## config.mk

```make
export PLATFORM = sky130hd
export DESIGN_NAME = axis_result_tx
export DESIGN_NICKNAME = d
export VERILOG_FILES = /design/src/rtl/cordic_axis_pkg.sv /design/src/rtl/axis_tx_fifo.sv /design/src/rtl/axis_result_tx.sv
export SDC_FILE = /design/constraint.sdc
export NUM_CORES = 1
export LEC_CHECK = 0
export CORE_MARGIN = 3
export CORE_UTILIZATION = 45
export CTS_BUF_LIST = sky130_fd_sc_hd__clkbuf_8
export DETAILED_ROUTE_END_ITERATION = 8
export DONT_BUFFER_PORTS = 1
export HOLD_SLACK_MARGIN = 0.02
export SLEW_MARGIN = 20
export SYNTH_ARGS = -nofsm -noshare
export SYNTH_HDL_FRONTEND = slang
export SYNTH_HIERARCHICAL = 1
export SYNTH_SLANG_ARGS = --single-unit
```

## constraint.sdc

```tcl
create_clock -name aclk -period 10.1 [get_ports aclk]
set_input_delay 2.02 -clock aclk [delete_from_list [all_inputs] [get_ports aclk]]
set_output_delay 2.02 -clock aclk [all_outputs]
set_load 0.1 [all_outputs]
```

## src/rtl/cordic_axis_pkg.sv

```systemverilog
// -----------------------------------------------------------------------------
// cordic_axis_pkg
// Shared definitions for the result-to-AXI-Stream transmit path:
//   AXIS_RES_WIDTH   - width of one result word from the processing core
//   AXIS_TDATA_WIDTH - width of one output beat (two result words)
//   pack_state_e     - packer state (EMPTY: nothing held, HALF: low word held)
//   tx_entry_t       - one buffered output beat {tlast, tdata}
// -----------------------------------------------------------------------------
package cordic_axis_pkg;

   localparam int AXIS_RES_WIDTH   = 32;
   localparam int AXIS_TDATA_WIDTH = 2 * AXIS_RES_WIDTH;

   typedef enum logic {
      ST_EMPTY = 1'b0,
      ST_HALF  = 1'b1
   } pack_state_e;

   typedef struct packed {
      logic                        tlast;
      logic [AXIS_TDATA_WIDTH-1:0] tdata;
   } tx_entry_t;

endpackage

```

## src/rtl/axis_tx_fifo.sv

```systemverilog
// -----------------------------------------------------------------------------
// axis_tx_fifo
// Synchronous first-word-fall-through FIFO. The head entry is presented
// combinationally on pop_data_o whenever the FIFO is not empty; a pop
// consumes it on the next rising edge. Output data is forced to zero while
// empty so nothing stale is ever visible downstream.
// Ports:
//   aclk, aresetn  - clock, asynchronous active-low reset
//   push_i         - write push_data_i (ignored when full)
//   push_data_i    - entry to write
//   pop_i          - consume head entry (ignored when empty)
//   pop_data_o     - head entry (zero when empty)
//   full_o/empty_o - occupancy flags
// -----------------------------------------------------------------------------
module axis_tx_fifo #(
   parameter int WIDTH = 65,
   parameter int DEPTH = 8
) (
   input  logic             aclk,
   input  logic             aresetn,
   input  logic             push_i,
   input  logic [WIDTH-1:0] push_data_i,
   input  logic             pop_i,
   output logic [WIDTH-1:0] pop_data_o,
   output logic             full_o,
   output logic             empty_o
);

   localparam int            AW       = $clog2(DEPTH);
   localparam logic [AW:0]   FULL_CNT = (AW+1)'(DEPTH);

   logic [WIDTH-1:0] mem_q [DEPTH];
   logic [AW-1:0]    wr_ptr_q, wr_ptr_d;
   logic [AW-1:0]    rd_ptr_q, rd_ptr_d;
   logic [AW:0]      count_q, count_d;
   logic             do_push;
   logic             do_pop;

   assign full_o  = (count_q == FULL_CNT);
   assign empty_o = (count_q == '0);
   assign do_push = push_i && !full_o;
   assign do_pop  = pop_i && !empty_o;

   always_comb begin
      wr_ptr_d = wr_ptr_q;
      rd_ptr_d = rd_ptr_q;
      count_d  = count_q;
      if (do_push) begin
         wr_ptr_d = wr_ptr_q + AW'(1);
      end
      if (do_pop) begin
         rd_ptr_d = rd_ptr_q + AW'(1);
      end
      // Simultaneous push and pop leaves occupancy unchanged.
      case ({do_push, do_pop})
         2'b10:   count_d = count_q + (AW+1)'(1);
         2'b01:   count_d = count_q - (AW+1)'(1);
         default: count_d = count_q;
      endcase
   end

   always_ff @(posedge aclk or negedge aresetn) begin
      if (!aresetn) begin
         wr_ptr_q <= '0;
         rd_ptr_q <= '0;
         count_q  <= '0;
      end else begin
         wr_ptr_q <= wr_ptr_d;
         rd_ptr_q <= rd_ptr_d;
         count_q  <= count_d;
      end
   end

   // Storage is pure datapath; validity is tracked by the pointers above.
   always_ff @(posedge aclk) begin
      if (do_push) begin
         mem_q[wr_ptr_q] <= push_data_i;
      end
   end

   assign pop_data_o = empty_o ? '0 : mem_q[rd_ptr_q];

endmodule

```

## src/rtl/axis_result_tx.sv

```systemverilog
// -----------------------------------------------------------------------------
// axis_result_tx
// Packs pairs of result words from the processing core into AXI-Stream
// beats for a DMA S2MM channel. The earlier word of a pair lands in the low
// half of the beat. A word flagged res_last is flushed immediately (alone in
// the low half if no partner is held) with tlast set. tlast is also raised
// every frame_beats beats; the frame length is sampled at the first beat of
// each frame and a length of 0 behaves as 1.
// Ports:
//   aclk, aresetn            - clock, asynchronous active-low reset
//   res_valid/res_data/
//   res_last/res_ready       - result word handshake from the core
//   frame_beats              - beats per frame (sampled at frame start)
//   m00_axis_tvalid/tdata/
//   tlast/tready             - AXI-Stream master toward the DMA
//   frame_done               - one-cycle pulse after each tlast handshake
// -----------------------------------------------------------------------------
module axis_result_tx
   import cordic_axis_pkg::*;
#(
   parameter int C_M00_AXIS_TDATA_WIDTH = AXIS_TDATA_WIDTH,
   parameter int RES_WIDTH              = AXIS_RES_WIDTH,
   parameter int FIFO_DEPTH             = 8
) (
   input  logic                              aclk,
   input  logic                              aresetn,
   input  logic                              res_valid,
   input  logic [RES_WIDTH-1:0]              res_data,
   input  logic                              res_last,
   output logic                              res_ready,
   input  logic [15:0]                       frame_beats,
   output logic                              m00_axis_tvalid,
   output logic [C_M00_AXIS_TDATA_WIDTH-1:0] m00_axis_tdata,
   output logic                              m00_axis_tlast,
   input  logic                              m00_axis_tready,
   output logic                              frame_done
);

   localparam int ENTRY_W = C_M00_AXIS_TDATA_WIDTH + 1;

   pack_state_e                       state_q, state_d;
   logic [RES_WIDTH-1:0]              low_q, low_d;
   logic                              rdy_en_q;
   logic [15:0]                       beat_cnt_q, beat_cnt_d;
   logic [15:0]                       frame_len_q, frame_len_d;
   logic                              frame_open_q, frame_open_d;
   logic                              frame_done_q, frame_done_d;

   logic                              accept;
   logic                              push;
   logic                              push_last_req;
   logic                              push_tlast;
   logic [C_M00_AXIS_TDATA_WIDTH-1:0] push_data;
   logic [15:0]                       len_eff;
   logic                              fifo_full;
   logic                              fifo_empty;
   logic [ENTRY_W-1:0]                pop_entry;

   // rdy_en_q holds res_ready low during reset and releases it on the first
   // edge afterwards; ready never looks at res_valid.
   assign res_ready = rdy_en_q && !fifo_full;
   assign accept    = res_valid && res_ready;

   // Packer: pairs words, flushes a lone word on res_last.
   always_comb begin
      state_d       = state_q;
      low_d         = low_q;
      push          = 1'b0;
      push_last_req = 1'b0;
      push_data     = '0;
      case (state_q)
         ST_EMPTY: begin
            if (accept) begin
               if (res_last) begin
                  push          = 1'b1;
                  push_last_req = 1'b1;
                  push_data     = {{RES_WIDTH{1'b0}}, res_data};
               end else begin
                  state_d = ST_HALF;
                  low_d   = res_data;
               end
            end
         end
         ST_HALF: begin
            if (accept) begin
               push          = 1'b1;
               push_last_req = res_last;
               push_data     = {res_data, low_q};
               state_d       = ST_EMPTY;
            end
         end
         default: begin
            state_d = ST_EMPTY;
         end
      endcase
   end

   // Frame counter: the length is captured on the first beat of a frame, so
   // frame_beats may change freely while a frame is in progress.
   always_comb begin
      beat_cnt_d   = beat_cnt_q;
      frame_len_d  = frame_len_q;
      frame_open_d = frame_open_q;
      frame_done_d = m00_axis_tvalid && m00_axis_tready && m00_axis_tlast;

      if (frame_open_q) begin
         len_eff = frame_len_q;
      end else if (frame_beats == 16'd0) begin
         len_eff = 16'd1;
      end else begin
         len_eff = frame_beats;
      end

      push_tlast = push_last_req || (beat_cnt_q == (len_eff - 16'd1));

      if (push) begin
         if (push_tlast) begin
            beat_cnt_d   = 16'd0;
            frame_open_d = 1'b0;
         end else begin
            beat_cnt_d   = beat_cnt_q + 16'd1;
            frame_open_d = 1'b1;
            frame_len_d  = len_eff;
         end
      end
   end

   always_ff @(posedge aclk or negedge aresetn) begin
      if (!aresetn) begin
         state_q      <= ST_EMPTY;
         rdy_en_q     <= 1'b0;
         beat_cnt_q   <= 16'd0;
         frame_len_q  <= 16'd1;
         frame_open_q <= 1'b0;
         frame_done_q <= 1'b0;
      end else begin
         state_q      <= state_d;
         rdy_en_q     <= 1'b1;
         beat_cnt_q   <= beat_cnt_d;
         frame_len_q  <= frame_len_d;
         frame_open_q <= frame_open_d;
         frame_done_q <= frame_done_d;
      end
   end

   // The held low word is only meaningful in ST_HALF, which reset clears.
   always_ff @(posedge aclk) begin
      low_q <= low_d;
   end

   axis_tx_fifo #(
      .WIDTH (ENTRY_W),
      .DEPTH (FIFO_DEPTH)
   ) u_fifo (
      .aclk        (aclk),
      .aresetn     (aresetn),
      .push_i      (push),
      .push_data_i ({push_tlast, push_data}),
      .pop_i       (m00_axis_tready),
      .pop_data_o  (pop_entry),
      .full_o      (fifo_full),
      .empty_o     (fifo_empty)
   );

   assign m00_axis_tvalid = !fifo_empty;
   assign m00_axis_tlast  = pop_entry[ENTRY_W-1];
   assign m00_axis_tdata  = pop_entry[C_M00_AXIS_TDATA_WIDTH-1:0];
   assign frame_done      = frame_done_q;

endmodule

```

==> out/results.ini, run 1 <==
[logic_synthesis]
synth_top_family_by_area = multiplexers
yosysTopAreaCell = edfxtp_1
synth_xor_area_share_pct = 1.35
ys_async_sr_fraction_pct = 7.69
synthesis.area_sq_mm = 0.0246
synth_area_per_cell_sq_um = 18.2
ys_types = 62
synth_edf_count = 552
synth_top_area_share_pct = 67.4
synth_cells = 1353
synthTopCellsByArea = edfxtp_1 (67%), mux4_2 (12%), dfrtp_1 (4.6%)
synth_ff_type = edfxtp_1
synth_compound_area_share_pct = 2.05
yosys.area_share.simple_pct = 5.99
ys_warn_count = 6
synth_fp_nets = 1413
ys_seq_elements = 598
synth_fa_ha_area_share_pct = 0.356
ys_seq_area_share_pct = 72.1
muxShareOfSynthArea_pct = 16.3

[power]
powerDensity_mw_per_mm2 = 323
ir_drop_mv = 0.242
p_leak_nw = 9.46

[hold_path]
hp-class = flip-flop to flip-flop

[cts]
insertion_delay_ns = 0.71
cts_buffer_depth = 3
holdBufCountCts = 0
cts_root_buf = clkbuf_8
cts_setup_buffers = 0
clock_sinks = 598
cts_resized = 0
numCtsBuffers = 99
cts_tree = built
htreeDepth = 3
clkTransAtPathRegs_ns = 0.06

[floorplan]
die_x_um = 240
num_rows = 85
core_area_sq_mm = 0.0539
num_io_pins = 121
die_y_um = 240
die-area_sq_mm = 0.0575
initial_core_util_pct = 45.6

[layout]
design_area_sq_mm = 0.0274
final_common_cell = edfxtp_1
ff_latch_area_sq_mm = 0.0177
multi_input_area_sq_mm = 0.00663
final_cell_mix = edfxtp_1 (552), mux4_2 (130), clkbuf_8 (101)
finalNonFillerCells = 2185
nets = 1465
area_growth_syn_to_layout_pct = 11.3
nFillCells = 4374
layout-drive-gt1-share_pct = 25.8

[timing]
hold_viol_final = 0
rsz0062_at_grt = no
tightest_slew_ns = 1.15
setup_ws_ns = 3.95
min_period_ns = 6.15
tns_ns = 0
finalSetupViolCount = 0
timing.hold.ws_ns = 0.509
relSlewSlack_pct = 23.5
clock.fmax_mhz = 162
clock_skew_ns = 0.0607
slew_violations = 0
fin_crit_sh_pct = 60.9

[drt]
drc_errors = 0
drtPass1Iterations = 4
drt_wl_total_um = 55700
via_per_inst = 5.75
wl_per_cell_um = 25.5
drtAntennaViolNets = 0
first_iter_violations = 946
vias = 12600

[global_route]
track_usage_pct = 19.7
grt_pass1_wl_um = 83700
overflow = 0
grt_max_degree = 110
grt_pass1_vias = 13200
antenna_found_initial = 2

[placement]
dp.cells = 1999
pre_cts_ws_ns = 4.40
port_buffers = 0
dpl.hpwl_um = 31300
dpl_cell_area_sq_mm = 0.0255
gp_congestion = 0.774

[outcome]
outcome = finished clean

[worst_setup_path]
startpoint_type = flip-flop
endpoint_kind = output port
required_ns = 8.08
crit_arrival_ns = 4.13
cp_max_fo = 70
path_class = flip-flop to output port

[job]
drv_cap = 0

-- area by class of cell --
type                       count  share of cell area, %
clock buffer                 101                   5.08
inverter                       8                  0.110
multi-input combinational    673                   24.2
timing repair buffer          25                  0.805
tap                          696                   3.18
clock inverter                81                   1.70
antenna                        3                 0.0274
sequential                   598                   64.8
-- logic make-up (layout without fill, tap and decap cells) --
group | after synthesis | count (layout)
AOI/OAI and AO/OA | 82 | 82
and+or+nand+nor | 313 | 313
muxes | 232 | 232
buffers and inverters | 82 | 215
adders and majority gates | 7 | 7
DFF | 598 | 598
xor gates and xnor gates | 38 | 38
other | 1 | 4
-- where the power goes --
part           switching (mW)  total, mW  internal (mW)
Sequential              0.259       3.17           2.91
Clock                   0.975       1.99           1.02
Combinational            2.76       3.66          0.900
Total                    3.99       8.83           4.83
-- per-stage QoR --
stage | power [mW] | utilization [%]
finish | 8.83 | 50.7
global route | 9.21 | 50.7
CTS | 8.95 | 50.7
detailed placement | 6.94 | 47.2
global placement | 6.92 | 47.2
floorplan | 6.36 | -
-- state kept, by name (all words and copies together) (netlist names), 3 cells and up --
signal	flops
u_fifo/rd_ptr_q	3
frame_len_q	16
low_q	32
u_fifo/mem_q	520
u_fifo/wr_ptr_q	3
u_fifo/count_q	4
beat_cnt_q	16
-- path summary, 6_finish.rpt --
check,slack (ns),from,depth (start not counted),to
worst max-delay path,3.95,u_fifo/rd_ptr_q[1],4,m00_axis_tdata[28]
worst min-delay path,0.51,frame_len_q[15],1,frame_len_q[15]
min in group asynchronous,1.03,aresetn,0,frame_done
worst max register to register,5.48,u_fifo/count_q[0],11,u_fifo/mem_q[2][22]
worst min register to register,0.51,frame_len_q[15],1,frame_len_q[15]
max in group asynchronous,8.88,aresetn,0,frame_len_q[0]
-- synthesized netlist by cell type, types with 3 or more instances --
library cell  instances
nand3_1               9
ha_1                  7
nor4_1                4
nand2b_1              5
a31oi_1               3
buf_2                24
o21ai_0               5
nor2b_1               3
nand2_1              58
or3_1                 5
xor2_1               12
and3_1               37
o21ai_1               5
buf_6                 9
xnor2_1              26
mux2_1                5
mux2_4               10
buf_8                 3
mux2i_1              85
dfrtp_1              45
nor3_1               20
clkbuf_1             34
nand4_1               5
edfxtp_1            552
inv_1                 6
nor3b_1               3
buf_1                 3
nor2_1              151
a21oi_1              48
mux4_2              130
-- routing by layer --
layer	global-route usage [%]	up-vias	wire, um
met2	31.7	389	27300
met1	26.3	6607	23100
met3	4.51	102	3670
met5	0	-	0
met4	7.62	0	1620
li1	-	5465	-
-- critical path, cell delays in order (launching register included) --
cell and delay (ns):
dfrtp_4 1.13, buf_4 0.90, mux4_2 0.36, mux2i_1 0.15, nor2_2 0.86
No activity file was read; power rests on OpenSTA's default activity.
==> inputs of run 2 (changes only) <==
Clock period 10.1 ns to 5 ns, I/O delays scaled along.
==> run 2 against run 1 <==
Die area unchanged. Sequential share of layout area shrank 1.2 points. Worst hold slack worse by 0.35 ns. First-iteration DRC count grew 2.5%. Cell count up 3.1%. Clock skew shrank 0.031 ns. Critical endpoint unchanged. Highest routed layer unchanged.
==> out/results.ini, run 2 (synthesis results as in run 1) <==
[drt]
wl_per_cell_um = 25.1  ; was 25.5 um
via_per_inst = 5.67  ; was 5.75
drt_wl_total_um = 56600  ; was 55,700 um
drc_errors = 0  ; unchanged
drtAntennaViolNets = 0  ; unchanged
drtPass1Iterations = 5  ; was 4
vias = 12800  ; was 12.6k
first_iter_violations = 970  ; was 946

[layout]
largest_register_ffs = 520  ; unchanged
regMostFlops = u_fifo/mem_q  ; unchanged
nets = 1538  ; was 1,465
final_cell_mix = edfxtp_1 (552), mux4_2 (130), clkbuf_8 (100)  ; was edfxtp_1 (552), mux4_2 (130), clkbuf_8 (101)
area_growth_syn_to_layout_pct = 13.4  ; was 11.3%
design_area_sq_mm = 0.0279  ; was 0.0274 sq mm
final_common_cell = edfxtp_1  ; unchanged
reg.largest.list = u_fifo/mem_q (520), low_q (32)  ; unchanged
layout-drive-gt1-share_pct = 28.9  ; was 25.8%

[outcome]
outcome = finished clean  ; unchanged

[placement]
gp_congestion = 0.787  ; was 0.774
dpl_cell_area_sq_mm = 0.0261  ; was 0.0255 sq mm
dpl.hpwl_um = 32700  ; was 31,300 um
port_buffers = 0  ; unchanged

[power]
p_clk_share_pct = 20.7  ; was 22.6%
ir_drop_mv = 0.587  ; was 0.242 mV
p_leak_nw = 9.78  ; was 9.46 nW
p_seq_share_pct = 34.9  ; was 35.9%
p_sw_mw = 8.22  ; was 3.99 mW
p_int_mw = 10.2  ; was 4.83 mW
power_frac_comb_pct = 44.5  ; was 41.5%
powerDensity_mw_per_mm2 = 660  ; was 323 mW/mm^2
swShare_pct = 44.7  ; was 45.3%

[floorplan]
die_x_um = 240  ; unchanged
die_y_um = 240  ; unchanged
initial_core_util_pct = 45.6  ; unchanged
core_area_sq_mm = 0.0539  ; unchanged
num_rows = 85  ; unchanged
num_io_pins = 121  ; unchanged
die-area_sq_mm = 0.0575  ; unchanged

[timing]
slew_violations = 0  ; unchanged
tns_ns = 0  ; unchanged
rsz0062_at_grt = no  ; unchanged
clock_skew_ns = 0.0292  ; was 0.0607 ns
fin_crit_sh_pct = 83.6
hold_viol_final = 0  ; unchanged
tightest_slew_ns = 1.02  ; was 1.15 ns
clock.fmax_mhz = 239
relSlewSlack_pct = 31.8  ; was 23.5%
min_period_ns = 4.18
finalSetupViolCount = 0  ; unchanged

[global_route]
grt_max_degree = 99  ; was 110
met1_usage_pct = 27.1  ; was 26.3%
grt_pass1_wl_um = 85900  ; was 83,700 um
grt_pass1_vias = 13400  ; was 13.2k
overflow = 0  ; unchanged
track_usage_pct = 20.2  ; was 19.7%
antenna_found_initial = 3  ; was 2
grt_use_met2_pct = 33.2  ; was 31.7%
grt_use_met3_pct = 4.29  ; was 4.51%
grt-busiest-layer = met2  ; unchanged

[cts]
clkTransAtPathRegs_ns = 0.06  ; about the same
cts_buffer_depth = 3  ; unchanged
holdBufCountCts = 1  ; was 0
cts_root_buf = clkbuf_8  ; unchanged
cts_setup_buffers = 0  ; unchanged
numCtsBuffers = 99  ; unchanged
clock_sinks = 598  ; unchanged
insertion_delay_ns = 0.68  ; was 0.71 ns
cts_tree = built  ; unchanged
cts_resized = 0  ; unchanged
htreeDepth = 3  ; unchanged

[worst_setup_path]
required_ns = 4.00  ; was 8.08 ns
endpoint_kind = output port  ; unchanged
rrSetupSlack_ns = 1.06  ; was 5.48 ns
cp_max_fo = 43  ; was 70
crit_arrival_ns = 3.18  ; was 4.13 ns
path_class = flip-flop to output port  ; unchanged
startpoint_type = flip-flop  ; unchanged

[hold_path]
hp-class = primary input to async pin  ; was flip-flop to flip-flop

[job]
drv_cap = 0  ; unchanged

## run 2: cell type report
class / instances / area, sq um
fillers: 4371 / 26000
flip-flops and latches: 598 / 17700
multi-input cells: 673 / 6650
clock buffers: 100 / 1380
well taps: 696 / 871
repair buffers: 98 / 843
clock inverters: 78 / 365
inverters: 8 / 30.0
diodes: 1 / 2.50
## run 2: final timing paths
kind / start / to / cells after the start
max in group asynchronous: aresetn / u_fifo/rd_ptr_q[1] / 1
max reg2reg: u_fifo/count_q[0] / u_fifo/mem_q[5][10] / 10
max: u_fifo/rd_ptr_q[0] / m00_axis_tdata[28] / 5
min: aresetn / frame_done / 1
min reg2reg: frame_len_q[15] / frame_len_q[15] / 1
min in group aclk: res_data[26] / low_q[26] / 0
## run 2: critical path: stages (launching register included)
cell     delay (ns)
dfrtp_4        0.81
buf_12         0.40
mux4_2         0.55
mux2i_1        0.39
nor2_2         0.06
buf_4          0.25
## run 2: power groups by stage
stage | clock network (mW) | logic, mW | registers, mW
CTS | 3.92 | 8.29 | 6.42
global placement | 0 | 8.25 | 6.51
finish | 3.81 | 8.18 | 6.41
global route | 4.16 | 8.58 | 6.47
floorplan | 0 | 6.70 | 6.16
detailed placement | 0 | 8.27 | 6.52
## run 2: layer usage
metal  vias up  share of wire [%]
met3        82                5.7
met1      6724                 42
met5         -                  0
met4         0                2.3
met2       349                 50
li1       5610                  -
## run 2: through the flow
step           worst slack, ns  instances  power (mW)  hold WS [ns]  utilization [%]
5_1_grt                  0.570       2252        19.2         0.116             51.7
4_1_cts                  0.683       2251        18.6         0.104             51.7
3_5_place_dp             0.727       2072        14.8         0.495             48.4
2_1_floorplan          0.00616       1353        12.9         0.481                -
6_report                 0.818       2252        18.4         0.159             51.7
3_3_place_gp             0.750       2072        14.8         0.495             48.4
==> inputs of run 3 (changes only) <==
Clock period 5 ns to 3.6 ns, I/O delays scaled along.
==> run 3 against run 2 <==
Non-clock buffer count rose by 13. Sequential cell count did not move. Global-route usage is 0.39 points lower. Sequential share of layout area fell by 0.69 points. Final area rose by 1.1%. Clock power rose by 40%. Clock skew grew 0.011 ns. Largest cell class unchanged. Largest power group unchanged.
==> out/results.ini, run 3 (synthesis results as in run 1) <==
[power]
swShare_pct = 44.0  ; was 44.7%
powerDensity_mw_per_mm2 = 913  ; was 660 mW/mm^2
p_leak_nw = 9.91  ; was 9.78 nW
p_seq_share_pct = 33.8  ; was 34.9%
power.total_mw = 25.8  ; was 18.4 mW
power_frac_comb_pct = 45.4  ; was 44.5%
p_int_mw = 14.4  ; was 10.2 mW
p_sw_mw = 11.3  ; was 8.22 mW
p_clk_share_pct = 20.8  ; was 20.7%
ir_drop_mv = 0.978  ; was 0.587 mV

[global_route]
grt_pass1_wl_um = 84000  ; was 85,900 um
grt_max_degree = 55  ; was 99
overflow = 0  ; unchanged
track_usage_pct = 19.8  ; was 20.2%
grt_pass1_vias = 13300  ; was 13.4k
antenna_found_initial = 3  ; unchanged

[worst_setup_path]
critical_path.endpoint = m00_axis_tdata[41]  ; was m00_axis_tdata[28]
path_class = flip-flop to output port  ; unchanged
endpoint_kind = output port  ; unchanged
rr_startpoint = frame_len_q[0]  ; was u_fifo/count_q[0]
rrSetupSlack_ns = 0.43  ; was 1.06 ns
cp_max_fo = 25  ; was 43
crit_arrival_ns = 2.72  ; was 3.18 ns
r2r_cells = 14  ; was 10
worst_r2r_endpoint = beat_cnt_q[5]  ; was u_fifo/mem_q[5][10]
startpoint = u_fifo/rd_ptr_q[0]  ; unchanged
required_ns = 2.88  ; was 4.00 ns
startpoint_type = flip-flop  ; unchanged

[timing]
finalSetupViolCount = 0  ; unchanged
min_period_ns = 3.44
relSlewSlack_pct = 42.0  ; was 31.8%
clock_skew_ns = 0.0398  ; was 0.0292 ns
rsz0062_at_grt = yes  ; was no
tightest_slew_ns = 0.869  ; was 1.02 ns
slew_violations = 0  ; unchanged
tns_ns = 0  ; unchanged
hold_viol_final = 0  ; unchanged
fin_crit_sh_pct = 95.5
clock.fmax_mhz = 291

[floorplan]
initial_core_util_pct = 45.6  ; unchanged
die_y_um = 240  ; unchanged
num_rows = 85  ; unchanged
die-area_sq_mm = 0.0575  ; unchanged
core_area_sq_mm = 0.0539  ; unchanged
num_io_pins = 121  ; unchanged
die_x_um = 240  ; unchanged

[hold_path]
hp-start = res_data[19]
hp-class = primary input to flip-flop  ; was primary input to async pin
min_path_cells = 0

[layout]
design_area_sq_mm = 0.0282  ; was 0.0279 sq mm
largest_register_ffs = 520  ; unchanged
post-route-util_pct = 52.3  ; was 51.7%
nets = 1551  ; was 1,538
layout-drive-gt1-share_pct = 29.7  ; was 28.9%
regMostFlops = u_fifo/mem_q  ; unchanged
final_common_cell = edfxtp_1  ; unchanged
reg.largest.list = u_fifo/mem_q (520), low_q (32)  ; unchanged
area_growth_syn_to_layout_pct = 14.7  ; was 13.4%
nFillCells = 4288  ; was 4,371
finalNonFillerCells = 2268  ; was 2,252
final_cell_mix = edfxtp_1 (552), mux4_2 (130), clkbuf_8 (101)  ; was edfxtp_1 (552), mux4_2 (130), clkbuf_8 (100)

[cts]
cts_root_buf = clkbuf_8  ; unchanged
cts_setup_buffers = 0  ; unchanged
cts_tree = built  ; unchanged
cts_buffer_depth = 3  ; unchanged
clock_sinks = 598  ; unchanged
numCtsBuffers = 99  ; unchanged
clkTransAtPathRegs_ns = 0.06  ; about the same
htreeDepth = 3  ; unchanged
insertion_delay_ns = 0.68  ; about the same

[placement]
dpl.hpwl_um = 32200  ; was 32,700 um
port_buffers = 0  ; unchanged
gp_congestion = 0.803  ; was 0.787
dpl_cell_area_sq_mm = 0.0264  ; was 0.0261 sq mm
dp.cells = 2084  ; was 2,072

[drt]
drt_wl_total_um = 55700  ; was 56,600 um
via_per_inst = 5.63  ; was 5.67
wl_per_cell_um = 24.6  ; was 25.1 um
drc_errors = 0  ; unchanged
drtPass1Iterations = 7  ; was 5
drtAntennaViolNets = 0  ; unchanged
first_iter_violations = 955  ; was 970
vias = 12800  ; about the same

[job]
drv_cap = 0  ; unchanged

[outcome]
outcome = finished clean  ; unchanged

==> run 3: cell types whose count changed in the layout (fill, tap and decap cells not counted), moves of 2 or more <==
cell / change
clkinv_1: +4
dfrtp_1: -3
buf_12: +9
buf_4: +2
inv_6: -2
bufinv_16: +2
inv_12: -2
clkinv_2: -3
dfrtp_2: +2
==> run 3: worst max-delay path, stage by stage, from the launching register on <==
cell	delay, ns
dfrtp_4	0.49
buf_12	0.25
buf_12	0.23
mux4_2	0.52
mux2i_1	0.24
nor2_2	0.05
buf_4	0.25
==> run 3: area by class of cell <==
class / count / area [sq um] / share of cell area (%)
Sequential cell: 598 / 17700 / 62.9
Multi-Input combinational cell: 673 / 6700 / 23.8
Clock buffer: 101 / 1390 / 4.93
Timing Repair Buffer: 111 / 1080 / 3.82
Tap cell: 696 / 871 / 3.09
Clock inverter: 79 / 382 / 1.35
Inverter: 8 / 30.0 / 0.106
Antenna cell: 2 / 5.00 / 0.0177
==> run 3: routing by layer <==
layer  vias up  GRT usage, %  routed length (um)
met5         -             0                   0
met4         0          6.12                1340
met3        89          4.35                3320
met2       347          31.6               27000
met1      6699          27.5               24100
li1       5637             -                   -
==> run 3: per-stage QoR <==
stage          setup WS, ns  hold slack (ns)
2_1_floorplan        -0.806            0.424
3_3_place_gp          0.127            0.426
3_5_place_dp         0.0893            0.425
4_1_cts              0.0532           0.0659
5_1_grt             -0.0192           0.0732
6_report              0.161            0.132
==> run 3: what timing repair did <==
item                                    in CTS  in global routing
endpoints found under the setup margin       0                  2
gates resized for setup                      0                  2
hold buffers                                 2                  0
hold endpoints to repair                    46                  0
==> run 3: power groups by stage <==
stage,Sequential [mW],Clock (mW),Combinational [mW]
floorplan,8.57,0,9.33
global placement,8.83,0,11.8
detailed placement,8.84,0,11.8
CTS,8.71,5.52,11.9
global route,8.76,5.86,12.3
finish,8.70,5.35,11.7
==> run 3: worst min-delay path by stage <==
| stage | slack (ns) | endpoint |
|---|---|---|
| 2_1_floorplan | 0.42 | beat_cnt_q[0] |
| 3_3_place_gp | 0.43 | frame_len_q[10] |
| 3_5_place_dp | 0.43 | frame_len_q[8] |
| 4_1_cts | 0.07 | low_q[19] |
| 5_1_grt | 0.07 | low_q[31] |
| 6_report | 0.13 | low_q[19] |
